<file path="config.mk">
export PLATFORM = sky130hd
export DESIGN_NAME = clk_div_multi
export DESIGN_NICKNAME = d
export VERILOG_FILES = /design/src/rtl/clk_div_pkg.sv /design/src/rtl/clk_div_chan.sv /design/src/rtl/clk_div_multi.sv
export SDC_FILE = /design/constraint.sdc
export NUM_CORES = 1
export LEC_CHECK = 0
export ABC_AREA = 1
export CAP_MARGIN = 30
export CORE_MARGIN = 10
export CORE_UTILIZATION = 45
export DETAILED_ROUTE_END_ITERATION = 10
export GPL_TIMING_DRIVEN = 0
export PLACE_DENSITY = 0.64
export SETUP_SLACK_MARGIN = 0.3
export SYNTH_ARGS = -nofsm -noshare
export SYNTH_HDL_FRONTEND = slang
export SYNTH_SLANG_ARGS = --single-unit
</file>
<file path="constraint.sdc">
create_clock -name clk -period 4.5 [get_ports clk]
set_input_delay 0.9 -clock clk [delete_from_list [all_inputs] [get_ports clk]]
set_output_delay 0.9 -clock clk [all_outputs]
set_load 0.01 [all_outputs]
</file>
<file path="src/rtl/clk_div_pkg.sv">
// rtl/clk_div_pkg.sv - shared defaults, channel state type and helpers for clk_div_multi
package clk_div_pkg;

    localparam int NCH_DEF   = 4;
    localparam int DIV_W_DEF = 8;

    typedef enum logic [1:0] {
        CH_IDLE,
        CH_RUN,
        CH_DRAIN
    } ch_state_t;

    // Number of high cycles in a period of length r; odd ratios get the extra cycle high.
    function automatic int unsigned half_hi(input int unsigned r);
        return (r + 1) >> 1;
    endfunction

endpackage

</file>
<file path="src/rtl/clk_div_chan.sv">
// rtl/clk_div_chan.sv - one divider channel: state machine, period counter, active ratio, output registers
module clk_div_chan
    import clk_div_pkg::*;
#(
    parameter int DIV_W = DIV_W_DEF
) (
    input  logic             clk,
    input  logic             reset_n,
    input  logic             en,
    input  logic [DIV_W-1:0] div_val,
    input  logic             sync,
    input  logic             adv_in,
    output logic             clk_out,
    output logic             tick,
    output logic             busy,
    output logic             err,
    output logic             wrap_out
);

    localparam int HW = DIV_W + 1;

    ch_state_t        state;
    logic [DIV_W-1:0] cnt;
    logic [DIV_W-1:0] r_act;
    logic [DIV_W-1:0] cnt_inc;
    logic [HW-1:0]    half;
    logic             legal;
    logic             active;
    logic             at_end;

    assign legal    = div_val > DIV_W'(1);
    assign active   = state != CH_IDLE;
    assign at_end   = cnt == r_act - DIV_W'(1);
    assign wrap_out = active && adv_in && at_end;
    assign cnt_inc  = cnt + DIV_W'(1);
    assign half     = HW'(half_hi(32'(r_act)));

    // Outputs are computed from the next count so they line up with the registered count.
    always_ff @(posedge clk or negedge reset_n) begin
        if (!reset_n) begin
            state   <= CH_IDLE;
            cnt     <= '0;
            r_act   <= '0;
            clk_out <= 1'b0;
            tick    <= 1'b0;
            busy    <= 1'b0;
            err     <= 1'b0;
        end else begin
            case (state)
                CH_IDLE: begin
                    clk_out <= 1'b0;
                    tick    <= 1'b0;
                    busy    <= 1'b0;
                    if (en) begin
                        if (legal) begin
                            state   <= CH_RUN;
                            cnt     <= '0;
                            r_act   <= div_val;
                            clk_out <= 1'b1;
                            tick    <= 1'b1;
                            busy    <= 1'b1;
                        end else begin
                            err <= 1'b1;
                        end
                    end
                end
                default: begin
                    if (sync) begin
                        state   <= en ? CH_RUN : CH_DRAIN;
                        cnt     <= '0;
                        clk_out <= 1'b1;
                        tick    <= 1'b1;
                        busy    <= 1'b1;
                        if (legal) r_act <= div_val;
                        else       err   <= 1'b1;
                    end else if (wrap_out) begin
                        cnt <= '0;
                        if (en) begin
                            state   <= CH_RUN;
                            clk_out <= 1'b1;
                            tick    <= 1'b1;
                            if (legal) r_act <= div_val;
                            else       err   <= 1'b1;
                        end else begin
                            state   <= CH_IDLE;
                            clk_out <= 1'b0;
                            tick    <= 1'b0;
                            busy    <= 1'b0;
                        end
                    end else begin
                        state <= en ? CH_RUN : CH_DRAIN;
                        tick  <= 1'b0;
                        if (adv_in) begin
                            cnt     <= cnt_inc;
                            clk_out <= {1'b0, cnt_inc} < half;
                        end
                    end
                end
            endcase
        end
    end

endmodule

</file>
<file path="src/rtl/clk_div_multi.sv">
// rtl/clk_div_multi.sv - multi-channel programmable divider; CLK_DIV_CASCADE_EN chains channel i onto wraps of i-1
module clk_div_multi
    import clk_div_pkg::*;
#(
    parameter int NCH   = NCH_DEF,
    parameter int DIV_W = DIV_W_DEF
) (
    input  logic                 clk,
    input  logic                 reset_n,
    input  logic [NCH-1:0]       en,
    input  logic [NCH*DIV_W-1:0] div_val,
    input  logic                 sync,
    output logic [NCH-1:0]       clk_out,
    output logic [NCH-1:0]       tick,
    output logic [NCH-1:0]       busy,
    output logic [NCH-1:0]       err
);

    logic [NCH-1:0] adv;
    logic [NCH-1:0] wrap;
    logic           unused_wrap;

    // The last wrap never feeds anything, and none do when channels run independently.
    assign unused_wrap = ^wrap;

    for (genvar i = 0; i < NCH; i++) begin : g_ch
`ifdef CLK_DIV_CASCADE_EN
        if (i == 0) begin : g_root
            assign adv[i] = 1'b1;
        end else begin : g_link
            assign adv[i] = wrap[i-1];
        end
`else
        assign adv[i] = 1'b1;
`endif

        clk_div_chan #(
            .DIV_W(DIV_W)
        ) u_chan (
            .clk     (clk),
            .reset_n (reset_n),
            .en      (en[i]),
            .div_val (div_val[i*DIV_W +: DIV_W]),
            .sync    (sync),
            .adv_in  (adv[i]),
            .clk_out (clk_out[i]),
            .tick    (tick[i]),
            .busy    (busy[i]),
            .err     (err[i]),
            .wrap_out(wrap[i])
        );
    end

endmodule

</file>
==> flow_metrics.py, run 1 <==
metrics = {
    "run_status": {
        "status": "complete, no violations",
    },
    "setup_path": {
        "slowest_delay_ns": 0.75,
        "crit_family": "simple AND/OR/NAND/NOR gates",
        "crit_chain": "clkdlybuf4s50_1, nor2_1, nand2_1, nor4_1, o21ai_1, inv_1, nand2_1, o21ai_0",
        "start_kind": "primary input",
        "crit_path_max_fanout": 8,
        "path_class": "primary input to flop",
        "path_depth": 8,
        "cp_common_cell": "nand2_1",
        "slowest_stage": "nor4_1",
        "cp.arrival_ns": 3.09,
        "cp_num_buf_inv": 2,
        "worstPathRequired_ns": 4.76,
        "end_kind": "flop",
        "r2r_cells": 16,
    },
    "routing": {
        "wirelength_um": 14700,
        "wire_per_inst_um": 12.5,
        "drt-vias-per-instance": 4.85,
        "drc_errors": 0,
        "vias": 5713,
        "drt-pass1-iter-count": 4,
        "drt_iter0_markers": 266,
        "ant_nets": 0,
    },
    "logic_synthesis": {
        "async_flop_share": 1.00,
        "syn_area_per_cell_um2": 7.11,
        "syn_area_um2": 6570,
        "synth_edf_count": 0,
        "yosysMostFrequentCell": "nand2_1",
        "synth_top_flop_cell": "dfrtp_1",
        "ys_ff_latch": 88,
        "synth.area.top_cells": "dfrtp_1 34%, nand2_1 15%, ha_1 7.6%",
        "yosys_warnings": 0,
        "yosysTopAreaCell": "dfrtp_1",
        "synthTopCellsByCount": "269 x nand2_1, 98 x inv_1, 88 x dfrtp_1, 88 x nor2_1, 80 x nand3_1",
        "synth_fp_nets": 1003,
        "syn_inst": 924,
        "yosysTopAreaCellShare": 0.335,
        "ys_seq_area_frac": 0.335,
        "synth.distinct_cells": 35,
    },
    "flow_run": {
        "cap_viol_max_count": 0,
    },
    "layout": {
        "syn_to_final_growth_pct": 16.7,
        "fin_nets": 1069,
        "final_area_um2": 7660,
        "antenna-diode-count": 0,
        "drive_above_1_share": 0.0955,
        "final_cells": 1179,
    },
    "cts": {
        "htreeDepth": 3,
        "clk_pin_slew_worst_paths_ns": 0.06,
        "cts_hold_buf": 0,
        "cts_buffers": 9,
        "clk_path_buf_depth": 2,
        "cts_setup_buffers": 0,
        "cts_resized": 0,
        "cts_tree": "done",
        "cts.sinks": 88,
        "cts-root-buf": "clkbuf_16",
        "clock_latency_ns": 0.34,
    },
    "pwr": {
        "p_leak_nw": 3.95,
        "ir_worst_vdd_v": 0.000175,
        "power.density_nw_per_um2": 319,
        "finalPower_w": 0.00244,
    },
    "timing": {
        "min_period_over_period": 0.630,
        "rsz0062_at_grt": "no",
        "finalClockSkew_ns": 0.00808,
        "period_minus_slack_ns": 2.83,
        "maxSlewHeadroom": 0.338,
        "slew_viol_final": 0,
        "setup_violations": 0,
        "hold_violations": 0,
        "fmax_ghz": 0.353,
        "worst_slew_pin_slew_ns": 0.984,
    },
    "die": {
        "rows": 44,
        "dieArea_um2": 19800,
        "initial_core_util": 0.455,
        "die_w_um": 141,
        "io_pins": 55,
        "coreArea_um2": 14400,
        "die_y_um": 141,
    },
    "worst_hold_path": {
        "hp-class": "flop to flop",
        "holdPathStages": 2,
    },
    "global_routing": {
        "grt_usage": 0.154,
        "grt_overflow": 0,
        "grt_pass1_vias": 5465,
        "grt_max_degree": 49,
        "grt_first_pass_wirelength_um": 25600,
        "antenna_found_initial": 0,
    },
    "placed_design": {
        "placed_cell_area_um2": 7360,
        "place_congestion": 0.828,
        "dp_hpwl_um": 11600,
        "dp.cells": 1163,
        "io_buffers": 54,
    },
}
[tightest hold or removal path: cells and delay by family (launching register included)]
family | cells | cell delay, ns
buffers and inverters | 1 | 0.04
flip-flops | 1 | 0.35
AND/OR/NAND/NOR | 1 | 0.05
[layer usage]
layer  global-route usage  wire length, um  up-vias
li1                     -                -     3063
met1                0.201             7300     2560
met2                0.251             6710       70
met3               0.0262              513       20
met4               0.0489              200        0
met5                    0                0        -
[logic make-up (layout without fill, tap and decap cells)]
kind of cell	Yosys count	in the layout	synth area share
simple gates	494	494	0.324
flops	88	88	0.335
compound gates	85	85	0.0703
buf+inv	149	220	0.104
fa+ha+maj	40	40	0.0762
xor+xnor	68	68	0.0907
[path summary, 6_finish.rpt]
path	from	to	slack [ns]
worst max-delay path	div_val[7]	g_ch[0].u_chan.cnt[0]$_DFFE_PN0P_	1.67
max in group asynchronous	reset_n	g_ch[1].u_chan.r_act[4]$_DFFE_PN0P_	3.33
min in group asynchronous	reset_n	g_ch[0].u_chan.cnt[7]$_DFFE_PN0P_	0.54
worst max register to register	g_ch[2].u_chan.cnt[0]$_DFFE_PN0P_	g_ch[2].u_chan.clk_out$_DFF_PN0_	1.86
worst min-delay path	g_ch[0].u_chan.err$_DFFE_PN0P_	g_ch[0].u_chan.err$_DFFE_PN0P_	0.47
worst min register to register	g_ch[0].u_chan.err$_DFFE_PN0P_	g_ch[0].u_chan.err$_DFFE_PN0P_	0.47
[layout make-up]
class,count,area [um^2]
sequential,88,2200
tap,184,230
multi-input combinational,687,3680
timing repair buffer,55,566
clock buffer,11,243
fill,1440,6760
inverter,110,413
clock inverter,5,56.3
buffer,39,269
[cell usage in the layout (no fill, tap or decap), types with 2 or more instances in the layout]
master           Yosys  routed
nand2_1            269     269
inv_1               98      98
nor2_1              88      88
dfrtp_1             88      88
nand3_1             80      80
clkdlybuf4s50_1      0      53
xor2_1              51      51
ha_1                40      40
o21ai_0             38      38
a21oi_1             21      21
xnor2_1             17      17
buf_4               16      17
buf_2               12      12
inv_2               11      11
nand4_1             11      11
nand2_2             11      11
nor2_2              10      10
clkbuf_16            0       9
nor3_1               8       8
o21ai_1              7       7
buf_6                6       6
o22ai_1              6       6
o211ai_1             6       6
nor4_1               5       5
clkbuf_1             3       4
or2_2                3       3
a31oi_1              3       3
o21bai_1             3       3
clkbuf_2             2       2
nor2_4               2       2
nand3_2              2       2
nand2_4              2       2
clkinv_2             0       2
[metrics by stage]
step,utilization,setup WS (ns),hold WS (ns),setup TNS (ns)
after detailed placement,0.511,1.41,0.453,0
after CTS,0.531,1.76,0.476,0
after floorplan,-,2.32,0.435,0
after global routing,0.531,1.46,0.500,0
after global placement,0.509,-0.782,0.457,-68.24
final,0.531,1.67,0.473,0
[sequential cells by signal, indices dropped and copies added (netlist names)]
| name | flops |
|---|---|
| g_ch.u_chan.r_act | 32 |
| g_ch.u_chan.err | 4 |
| g_ch.u_chan.cnt | 32 |
| g_ch.u_chan.clk_out | 4 |
| g_ch.u_chan.busy | 4 |
| g_ch.u_chan.tick | 4 |
| g_ch.u_chan.state | 8 |
[where the power goes]
group | switching, W | total (W) | internal [W] | leakage, nW
sequential | 0.0000657 | 0.000928 | 0.000863 | 1.10
clock | 0.000322 | 0.000767 | 0.000445 | 0.145
combinational | 0.000435 | 0.000748 | 0.000313 | 2.70
Power figures use the tool's default switching activity.
==> run 2, diff against run 1 <==
Settings changed: PLACE_DENSITY 0.64 to 0.67.
Clock period 4.5 ns to 2.6 ns, I/O delays scaled along.
==> flow_metrics.py, run 2 (synthesis results as in run 1) <==
metrics = {
    "placed_design": {
        "dp_slack_ns": -0.157,
        "io_buffers": 54,
        "dp_hpwl_um": 11700,
        "placed_cell_area_um2": 7360,
        "place_congestion": 0.866,
    },
    "pwr": {
        "netSwitchingFraction": 0.329,
        "power_frac_seq": 0.352,
        "internal_power_w": 0.00306,
        "p_comb_frac": 0.326,
        "finalPower_w": 0.00456,
        "p_switching_w": 0.00150,
        "power.density_nw_per_um2": 548,
        "p_leak_nw": 4.23,
        "p_clk_frac": 0.322,
        "ir_worst_vdd_v": 0.000306,
    },
    "layout": {
        "fin_nets": 1113,
        "final_area_um2": 8320,
        "drive_above_1_share": 0.195,
        "seq_area_um2": 2210,
        "final_cell_mix": "269 x nand2_1, 91 x inv_1, 81 x dfrtp_1, 70 x nor2_1, 69 x nand3_1",
        "syn_to_final_growth_pct": 26.6,
        "antenna-diode-count": 0,
        "fillers": 1390,
        "multi_input_area_um2": 3960,
        "mostFrequentLayoutCell": "nand2_1",
        "top_regs": "g_ch.u_chan.cnt x32, g_ch.u_chan.r_act x32, g_ch.u_chan.state x8",
    },
    "routing": {
        "vias": 5958,
        "drc_errors": 0,
        "ant_nets": 0,
        "drt_iter0_markers": 385,
        "drt-vias-per-instance": 4.87,
        "drt-pass1-iter-count": 5,
        "wirelength_um": 15800,
        "wire_per_inst_um": 12.9,
    },
    "die": {
        "rows": 44,
        "die_y_um": 141,
        "coreArea_um2": 14400,
        "dieArea_um2": 19800,
        "die_w_um": 141,
        "initial_core_util": 0.455,
        "io_pins": 55,
    },
    "setup_path": {
        "end_kind": "flop",
        "worstPathRequired_ns": 2.84,
        "cp.arrival_ns": 2.68,
        "start_kind": "flop",
        "path_class": "flop to flop",
        "crit_path_max_fanout": 4,
    },
    "cts": {
        "cts.sinks": 88,
        "clock_latency_ns": 0.35,
        "cts_tree": "done",
        "clk_pin_slew_worst_paths_ns": 0.06,
        "cts_buffers": 9,
        "cts-root-buf": "clkbuf_16",
        "clk_path_buf_depth": 2,
        "htreeDepth": 3,
    },
    "timing": {
        "period_minus_slack_ns": 2.44,
        "worst_slew_pin_slew_ns": 0.765,
        "min_period_over_period": 0.938,
        "setup_violations": 0,
        "slew_viol_final": 0,
        "rsz0062_at_grt": "yes",
        "maxSlewHeadroom": 0.485,
        "hold_ws_ns": 0.157,
        "finalSetupTns_ns": 0,
        "fmax_ghz": 0.410,
        "finalClockSkew_ns": 0.00769,
        "hold_violations": 0,
        "setup_ws_ns": 0.162,
    },
    "global_routing": {
        "grt_overflow": 0,
        "grt_first_pass_wirelength_um": 26700,
        "grt_max_degree": 49,
        "grt_usage": 0.160,
        "grt_pass1_vias": 5722,
        "antenna_found_initial": 0,
    },
    "run_status": {
        "status": "complete, no violations",
    },
    "worst_hold_path": {
        "hp-class": "primary input to async pin",
    },
    "flow_run": {
        "cap_viol_max_count": 0,
    },
}
-- run 2: cell types whose count changed in the layout (fill, tap and decap cells not counted), moves of 7 or more --
cell and delta:
nand3_1 -11, inv_2 +7, nor2_2 +17, dfrtp_2 +7, buf_4 +43, nand3_2 +10
nor2_1 -18, inv_1 -7, dfrtp_1 -7, nor3_1 -7
-- run 2: cell type report --
type / count / area share
Timing Repair Buffer: 99 / 0.108
Clock inverter: 2 / 0.00722
Buffer: 39 / 0.0331
Inverter: 110 / 0.0496
Tap cell: 184 / 0.0277
Clock buffer: 14 / 0.0329
Sequential cell: 88 / 0.266
Multi-Input combinational cell: 687 / 0.475
-- run 2: through the flow --
stage | cells | utilization
2_1_floorplan | 924 | -
5_1_grt | 1223 | 0.577
4_1_cts | 1207 | 0.560
6_report | 1223 | 0.577
3_5_place_dp | 1163 | 0.511
3_3_place_gp | 1162 | 0.509
-- run 2: repair_timing --
item / in CTS / in global routing
endpoints found under the setup margin: 10 / 33
buffers inserted: 28 / 16
gates resized for setup: 39 / 40
hold buffers: 0 / 0
gates cloned: 0 / 0
hold endpoints to repair: 0 / 0
pin swaps: 18 / 30
-- run 2: final timing paths --
kind / start / end / slack (ns) / cells after the start
worst min register to register: g_ch[1].u_chan.err$_DFFE_PN0P_ / g_ch[1].u_chan.err$_DFFE_PN0P_ / 0.47 / 1
worst max-delay path: g_ch[0].u_chan.r_act[0]$_DFFE_PN0P_ / g_ch[0].u_chan.clk_out$_DFF_PN0_ / 0.16 / 16
min in group clk: g_ch[1].u_chan.err$_DFFE_PN0P_ / g_ch[1].u_chan.err$_DFFE_PN0P_ / 0.47 / 1
max in group asynchronous: reset_n / g_ch[0].u_chan.r_act[2]$_DFFE_PN0P_ / 1.79 / 2
worst max register to register: g_ch[0].u_chan.r_act[0]$_DFFE_PN0P_ / g_ch[0].u_chan.clk_out$_DFF_PN0_ / 0.16 / 16
worst min-delay path: reset_n / g_ch[1].u_chan.r_act[5]$_DFFE_PN0P_ / 0.16 / 1
-- run 2: power groups by stage --
stage / combinational [W] / clock (W) / sequential, W
floorplan: 0.000954 / 0 / 0.00160
global placement: 0.00128 / 0 / 0.00163
detailed placement: 0.00131 / 0 / 0.00163
CTS: 0.00143 / 0.00150 / 0.00160
global route: 0.00169 / 0.00155 / 0.00162
finish: 0.00149 / 0.00147 / 0.00160
-- run 2: layer usage --
layer | GRT usage | wire length, um
met1 | 0.210 | 7670
met2 | 0.259 | 7240
met3 | 0.0265 | 597
met4 | 0.0543 | 281
met5 | 0 | 0
-- run 2: critical path, stage by stage (launching register included) --
cell	delay, ns
dfrtp_2	0.41
inv_2	0.07
nor3_4	0.24
nand3_2	0.13
nor2_1	0.11
nand2_1	0.07
xor2_1	0.15
ha_1	0.29
nand2_1	0.07
nor2_2	0.13
nand4_1	0.12
a21oi_2	0.17
nor2_2	0.07
nand2_1	0.08
nand3_2	0.08
nand2_1	0.08
inv_1	0.04
